## src/rtl/spi_ram_bridge.sv

```systemverilog
`timescale 1ns/1ps
// spi_ram_bridge: SPI slave (bit clock = clk) fronting a single-port RAM of 2**ADDR_W x DATA_W words.
// Latency: RAM write on the edge sampling the last data bit; first MISO bit two edges after the read command.
// Backpressure: none; the master paces every bit and may abort any frame by raising SS_n.
//
// Ports: clk, rst_n (async, active low), MOSI/SS_n serial in, MISO serial out (registered),
//        busy (registered, high while not IDLE).
// Commands (2 bits, MSB first): 00 set wr_addr, 01 write word, 10 set rd_addr, 11 read word.
// Optional feature macro: SPI_RAM_AUTOINC_EN enables auto-increment bursts for cmd 01/11.
module spi_ram_bridge #(
  parameter int ADDR_W = 8,
  parameter int DATA_W = 8
) (
  input  logic clk,
  input  logic rst_n,
  input  logic MOSI,
  input  logic SS_n,
  output logic MISO,
  output logic busy
);

  // Payload collector is sized for the longer of address and data payloads.
  localparam int PW = (ADDR_W > DATA_W) ? ADDR_W : DATA_W;
  localparam int CW = (PW > 2) ? $clog2(PW) : 1;
  localparam logic [CW-1:0] A_LAST = CW'(ADDR_W - 1);
  localparam logic [CW-1:0] D_LAST = CW'(DATA_W - 1);

  typedef enum logic [2:0] {IDLE, CMD, PAYLOAD, RD_WAIT, RD_SHIFT, DONE} state_t;

  state_t            state, state_n;
  logic [1:0]        cmd;
  logic [CW-1:0]     cnt, cnt_n;
  logic [PW-2:0]     pay;       // previously shifted payload bits
  logic [PW-1:0]     pay_nxt;   // payload including the bit on MOSI this edge
  logic [DATA_W-1:0] shreg;
  logic [ADDR_W-1:0] wr_addr, rd_addr;
  logic [DATA_W-1:0] mem [2**ADDR_W];

  logic pay_last;
  logic wptr_ld, rptr_ld, wptr_inc, rptr_inc;
  logic mem_we, mem_rd, shift_out;

  assign pay_nxt  = {pay, MOSI};
  assign pay_last = (cnt == ((cmd == 2'b01) ? D_LAST : A_LAST));

  always_comb begin
    state_n   = state;
    cnt_n     = cnt;
    wptr_ld   = 1'b0;
    rptr_ld   = 1'b0;
    wptr_inc  = 1'b0;
    rptr_inc  = 1'b0;
    mem_we    = 1'b0;
    mem_rd    = 1'b0;
    shift_out = 1'b0;
    case (state)
      IDLE: begin
        cnt_n = '0;
        if (!SS_n) state_n = CMD;
      end
      CMD: begin
        cnt_n = cnt + CW'(1);
        if (cnt == CW'(1)) begin
          // cmd[0] holds c1 here; MOSI is c0
          cnt_n   = '0;
          state_n = ({cmd[0], MOSI} == 2'b11) ? RD_WAIT : PAYLOAD;
        end
      end
      PAYLOAD: begin
        cnt_n = cnt + CW'(1);
        if (pay_last) begin
          cnt_n   = '0;
          state_n = DONE;
          case (cmd)
            2'b00:   wptr_ld = 1'b1;
            2'b10:   rptr_ld = 1'b1;
            default: begin
              mem_we = 1'b1;
`ifdef SPI_RAM_AUTOINC_EN
              wptr_inc = 1'b1;
              state_n  = PAYLOAD;
`endif
            end
          endcase
        end
      end
      RD_WAIT: begin
        mem_rd  = 1'b1;
        cnt_n   = '0;
        state_n = RD_SHIFT;
      end
      RD_SHIFT: begin
        shift_out = 1'b1;
        cnt_n     = cnt + CW'(1);
        if (cnt == D_LAST) begin
          cnt_n   = '0;
          state_n = DONE;
`ifdef SPI_RAM_AUTOINC_EN
          rptr_inc = 1'b1;
          state_n  = RD_WAIT;
`endif
        end
      end
      default: ; // DONE: hold until SS_n rises
    endcase
    // Deselect aborts from any active state; partial payloads are dropped.
    if (state != IDLE && SS_n) begin
      state_n   = IDLE;
      cnt_n     = '0;
      wptr_ld   = 1'b0;
      rptr_ld   = 1'b0;
      wptr_inc  = 1'b0;
      rptr_inc  = 1'b0;
      mem_we    = 1'b0;
      mem_rd    = 1'b0;
      shift_out = 1'b0;
    end
  end

  always_ff @(posedge clk or negedge rst_n) begin
    if (!rst_n) begin
      state   <= IDLE;
      cnt     <= '0;
      cmd     <= '0;
      pay     <= '0;
      shreg   <= '0;
      wr_addr <= '0;
      rd_addr <= '0;
      MISO    <= 1'b0;
      busy    <= 1'b0;
    end else begin
      state <= state_n;
      cnt   <= cnt_n;
      busy  <= (state_n != IDLE);
      if (state == CMD)     cmd <= {cmd[0], MOSI};
      if (state == PAYLOAD) pay <= pay_nxt[PW-2:0];
      if (wptr_ld)       wr_addr <= pay_nxt[ADDR_W-1:0];
      else if (wptr_inc) wr_addr <= wr_addr + ADDR_W'(1);
      if (rptr_ld)       rd_addr <= pay_nxt[ADDR_W-1:0];
      else if (rptr_inc) rd_addr <= rd_addr + ADDR_W'(1);
      if (mem_rd)         shreg <= mem[rd_addr];
      else if (shift_out) shreg <= {shreg[DATA_W-2:0], 1'b0};
      MISO <= shift_out ? shreg[DATA_W-1] : 1'b0;
    end
  end

  // RAM contents are deliberately not reset.
  always_ff @(posedge clk) begin
    if (mem_we) mem[wr_addr] <= pay_nxt[DATA_W-1:0];
  end

endmodule

```

## config.mk

```make
export PLATFORM = sky130hd
export DESIGN_NAME = spi_ram_bridge
export DESIGN_NICKNAME = d
export VERILOG_FILES = /design/src/rtl/spi_ram_bridge.sv
export SDC_FILE = /design/constraint.sdc
export NUM_CORES = 2
export LEC_CHECK = 0
export ABC_AREA = 1
export CORE_MARGIN = 8
export CORE_UTILIZATION = 60
export CTS_BUF_LIST = sky130_fd_sc_hd__clkbuf_2
export CTS_CLUSTER_SIZE = 10
export DETAILED_ROUTE_END_ITERATION = 12
export PLACE_DENSITY_LB_ADDON = 0.08
export SLEW_MARGIN = 20
export SYNTH_ARGS = -nofsm -noshare
export SYNTH_HDL_FRONTEND = slang
export SYNTH_SLANG_ARGS = --single-unit
```

## constraint.sdc

```tcl
create_clock -name clk -period 4.1 [get_ports clk]
set_input_delay 0.41 -clock clk [delete_from_list [all_inputs] [get_ports clk]]
set_output_delay 0.41 -clock clk [all_outputs]
set_load 0.005 [all_outputs]
```

== Word-level counts from Yosys, hierarchy flattened ==
Memories as Yosys holds them, arrays and structs flattened.
Cells that the tools add are included.

* Shift-type cells: 0
* $lt $le $gt $ge: 0
* Reduce and logical (&&, ||, !) cells: 10
* Add/sub/neg operators: 1
* Mux-type cells: 31
* Bitwise gates (word level): 0
* Divide/modulo/power cells: 0
* Equal/unequal tests: 8
* $mul: 0

{| class="wikitable"
|+ Operators with widths
! operator !! count
|-
| $mux W3 || 7
|-
| $mux W1 || 20
|-
| $mux W8 || 2
|-
| $pmux W3 S4 || 1
|-
| $pmux W3 S3 || 1
|-
| $eq A3 B1 Y1 const B || 2
|-
| $eq A3 B2 Y1 const B || 2
|-
| $eq A3 B3 Y1 const B || 2
|-
| $reduce_bool A3 Y1 || 2
|-
| $reduce_or A2 Y1 || 3
|-
| $eq A2 B2 Y1 const B || 2
|-
| $reduce_bool A4 Y1 || 1
|-
| $add A3 B1 Y3 const B || 1
|-
| $logic_not A3 Y1 || 1
|-
| $logic_not A2 Y1 || 1
|-
| $reduce_bool A2 Y1 || 1
|-
| $logic_and A1 B1 Y1 || 1
|}

* Latch bits: 0
* Word-level logic and storage cells: 60
* Memory bits (read-only): 0
* Input port bits: 4
* Register bits after elaboration: 41
* Memories kept: 1
* Bits in writable memories: 2,048

{| class="wikitable"
|+ Memory list
! memory !! depth !! width !! rd ports !! clocked after Yosys merged registers in !! write ports !! RTL line !! source
|-
| mem || 256 || 8 || 1 || 0 || 1 || 37 || <nowiki>logic [DATA_W-1:0] mem [2**ADDR_W];</nowiki>
|}

== Longest topological paths before layout ==
* Depth in word-level cells: 8
* Mapped depth: 16

== Least setup slack after synthesis ==
OpenSTA, ideal clock, no wires.

* Path type: register to register
* Start: reg pay[0]
* End: mem mem[0][1] (data pin)
* Arrival: 3.198 ns
* Buffers on the path: 0
* Clock period less this slack: 4.004 ns
* Slack: 0.096 ns
* Cell stages (with the launch flop): 1
* Path through: dfrtp_1

{| class="wikitable"
|+ RTL lines
! item !! RTL line !! source
|-
| start: declaration || 33 || <nowiki>logic [PW-2:0] pay;</nowiki>
|-
| start signal: assignment || 136 || <nowiki>if (state == PAYLOAD) pay <= pay_nxt[PW-2:0];</nowiki>
|-
| end: declaration || 37 ||
|}

Straight into the memory's write port.

== Final worst setup path ==
* Start: reg rd_addr[0]
* End: reg shreg[3]

* Word-level cells in the longest chain between the ends: 2

{| class="wikitable"
|+ Ends and longest elaborated chain
! item !! RTL line !! source
|-
| start: declaration || 36 || <nowiki>logic [ADDR_W-1:0] wr_addr, rd_addr;</nowiki>
|-
| start signal: assignment || 139 || <nowiki>if (rptr_ld) rd_addr <= pay_nxt[ADDR_W-1:0];</nowiki>
|-
| start signal: assignment || 140 || <nowiki>else if (rptr_inc) rd_addr <= rd_addr + ADDR_W'(1);</nowiki>
|-
| $mem_v2 Z256 W8 || n/a ||
|-
| $mux W8 || 141 || <nowiki>if (mem_rd) shreg <= mem[rd_addr];</nowiki>
|-
| end signal: assignment || 141 ||
|-
| end signal: assignment || 142 || <nowiki>else if (shift_out) shreg <= {shreg[DATA_W-2:0], 1'b0};</nowiki>
|-
| end: declaration || 35 || <nowiki>logic [DATA_W-1:0] shreg;</nowiki>
|}

No other way between the ends.
A chain may end at the register's enable or synchronous reset.

==> flow_summary.json <==
{
  "cts.sinks": 2089,
  "finalCritPeriodShare_pct": 82.1,
  "grt_pass1_vias": 56121,
  "async_flop_share_pct": 1.96,
  "port_buffers": 5,
  "routed_via_density": 6.00,
  "start_util_pct": 60.2,
  "slew-limit-headroom_pct": 18.8,
  "synthTopCellsByArea": "edfxtp_1 (72%), nand3_1 (10%), nand2_1 (8.9%)",
  "clk_path_buf_depth": 4,
  "critical_path_arrival_ns": 4.99,
  "critical_path.startpoint": "rd_addr[0]",
  "power_w": 0.0427,
  "hold_viol": 0,
  "cts_resized": 0,
  "clock-root-buffer": "clkbuf_2",
  "crit_chain": "buf_4, nand2_1, nand3_1, nand3_1, nand3_1, nand3_1, nand2_1, nand2_1, nand2_1, nand2_1, nand3_1, nand3_1, nand2_1",
  "die_w_um": 392,
  "dp.cells": 8684,
  "cp.required_ns": 5.72,
  "antenna_found_initial": 7,
  "grt_max_degree": 181,
  "synth_top_cell_area_share_pct": 72.4,
  "ios": 6,
  "fmax_ghz": 0.297,
  "syn_inst": 7126,
  "tritoncts.num_buffers": 537,
  "post-synth-top-count-cell": "edfxtp_1",
  "vias": 57416,
  "worst_pin_slew_ns": 1.21,
  "drive_above_1_share_pct": 13.9,
  "fin_nets": 7350,
  "setup_viol": 0,
  "die_area_um2": 154000,
  "htree_levels": 6,
  "status": "finished, final reports clean",
  "power_density_nw_per_um2": 468,
  "yosys.area.top_type": "edfxtp_1",
  "worstSetupEndpointType": "register",
  "finalCriticalPeriod_ns": 3.37,
  "ys.flop_type": "edfxtp_1",
  "skew_ns": 0.135,
  "min_path_type": "input pin to async pin",
  "crit_path_start_kind": "register",
  "reg2reg_from": "rd_addr[0]",
  "slowest_stage": "buf_4",
  "row_count": 138,
  "hpwl_um": 129000,
  "clk_pin_slew_ns": 0.10,
  "cts_setup_buffers": 0,
  "synth_commonest_cells": "edfxtp_1 (2048), nand2_1 (2007), nand3_1 (1777)",
  "finalNonFillerCells": 9564,
  "slowest_delay_ns": 0.96,
  "grt_usage_pct": 29.4,
  "detail-route-antenna-nets": 0,
  "syn_avg_cell_area_um2": 11.9,
  "fin_tns_setup_ns": 0,
  "crit_type": "register to register",
  "routabilityCongestion": 0.898,
  "drcViolationCount": 0,
  "drtIter0Drc": 6871,
  "grt_setup_unrepaired": "no",
  "yosysSeqAreaShare_pct": 73.6,
  "layout-area-overhead-vs-synth_pct": 7.56,
  "clkLatencyLatePin_ns": 1.70,
  "worstPathMaxFanout": 100,
  "ctsHoldBuffers": 9,
  "final_util_pct": 64.7,
  "drv_cap": 0,
  "drt_pass1_iterations": 9,
  "synth_edf_count": 2048,
  "wl_per_cell_um": 23.9,
  "vdd.ir_drop.worst_uv": 433,
  "syn_area_um2": 84900,
  "grt_remaining_overflow": 0,
  "yosysUniqueCellTypes": 28,
  "synth_nets": 7134,
  "core_um2": 141000,
  "p_leak_nw": 32.5,
  "slew_violations": 0,
  "grt_pass1_wl_um": 339000,
  "cts_tree": "done",
  "yosysWarnings": 0,
  "die_y_um": 392,
  "wirelength_um": 229000,
  "synth-seq-cells": 2089
}
-- cell type report --
class                           instances  area (µm²)
Antenna cell                            7        17.5
Sequential cell                      2089       62600
Multi-Input combinational cell       4484       19900
Tap cell                             1890        2360
Fill cell                           10973       49700
Clock inverter                        112         513
Clock buffer                          752        3760
Timing Repair Buffer                  162        1900
Inverter                               68         280
-- routing by layer --
metal | up-vias | global-route usage [%] | wire [µm]
met4 | 0 | 12.3 | 8230
met3 | 485 | 6.57 | 22900
li1 | 26051 | - | -
met5 | - | 0 | 0
met1 | 27714 | 39.8 | 89200
met2 | 3166 | 46.5 | 108000
-- stage by stage --
stage	setup slack (ns)	cell area, µm²	hold slack (ns)
5_1_grt	0.559	91300	0.278
4_1_cts	0.639	91300	0.128
2_1_floorplan	0.0959	84900	0.114
3_3_place_gp	0.765	86900	0.474
6_report	0.732	91300	0.359
3_5_place_dp	0.733	86900	0.473
-- power breakdown --
group	total [W]	internal [W]	switching, W
sequential	0.0264	0.0257	0.000699
clock	0.0130	0.00504	0.00800
combinational	0.00323	0.000483	0.00275
total	0.0427	0.0313	0.0115
-- cell usage in the layout (no fill, tap or decap), types with 2 or more instances in the layout --
| master | netlist | routed |
|---|---|---|
| o22ai_1 | 75 | 75 |
| inv_8 | 0 | 3 |
| buf_12 | 0 | 49 |
| a31oi_1 | 4 | 4 |
| inv_2 | 6 | 19 |
| nor3_1 | 3 | 3 |
| nand2_1 | 2007 | 1991 |
| clkbuf_2 | 0 | 752 |
| o21ai_0 | 173 | 173 |
| o211ai_1 | 2 | 2 |
| inv_1 | 61 | 59 |
| ha_1 | 4 | 4 |
| nor2_1 | 331 | 329 |
| bufinv_16 | 0 | 3 |
| clkdlybuf4s50_1 | 0 | 3 |
| nand2_4 | 8 | 8 |
| dlygate4sd3_1 | 0 | 7 |
| dfrtp_4 | 0 | 11 |
| dfrtp_1 | 41 | 29 |
| nor2_2 | 74 | 76 |
| clkinv_1 | 1 | 86 |
| a21oi_1 | 10 | 10 |
| nand2_2 | 8 | 24 |
| buf_4 | 23 | 99 |
| clkinv_2 | 0 | 8 |
| nand3_1 | 1777 | 1777 |
| diode_2 | 0 | 7 |
| edfxtp_1 | 2048 | 2048 |
| nor3_4 | 4 | 4 |
| buf_16 | 0 | 2 |
-- critical path: cells and delay by family (launching register included) --
| family | cells | cell delay, ns |
|---|---|---|
| buffers and inverters | 1 | 0.96 |
| and+or+nand+nor | 12 | 1.48 |
| DFF | 1 | 0.80 |
-- flip-flops by register name (all words and copies together) (netlist names) --
register and count:
MISO 1, busy 1, cmd 2, cnt 3, mem 2048, pay 7, rd_addr 8, shreg 8
state 3, wr_addr 8
-- worst paths after layout --
check / to / slack, ns / depth (start not counted)
min reg2reg: shreg[0] / 0.49 / 2
min in group clk: mem[15][0] / 0.43 / 4
max in group asynchronous: pay[2] / 3.46 / 5
min: shreg[2] / 0.36 / 5
max reg2reg: shreg[3] / 0.73 / 13
max: shreg[3] / 0.73 / 13
-- kinds of logic (layout without fill, tap and decap cells) --
group / Yosys count / count (layout) / share of synthesized area, %
other: 0 / 7 / 0
AO/OA/AOI/OAI: 265 / 265 / 1.69
flip-flops: 2089 / 2089 / 73.6
AND/OR/NAND/NOR: 4215 / 4215 / 21.7
buffers and inverters: 553 / 1094 / 2.96
adder cells (fa/ha/maj): 4 / 4 / 0.0589
No activity file was read; power rests on OpenSTA's default activity.
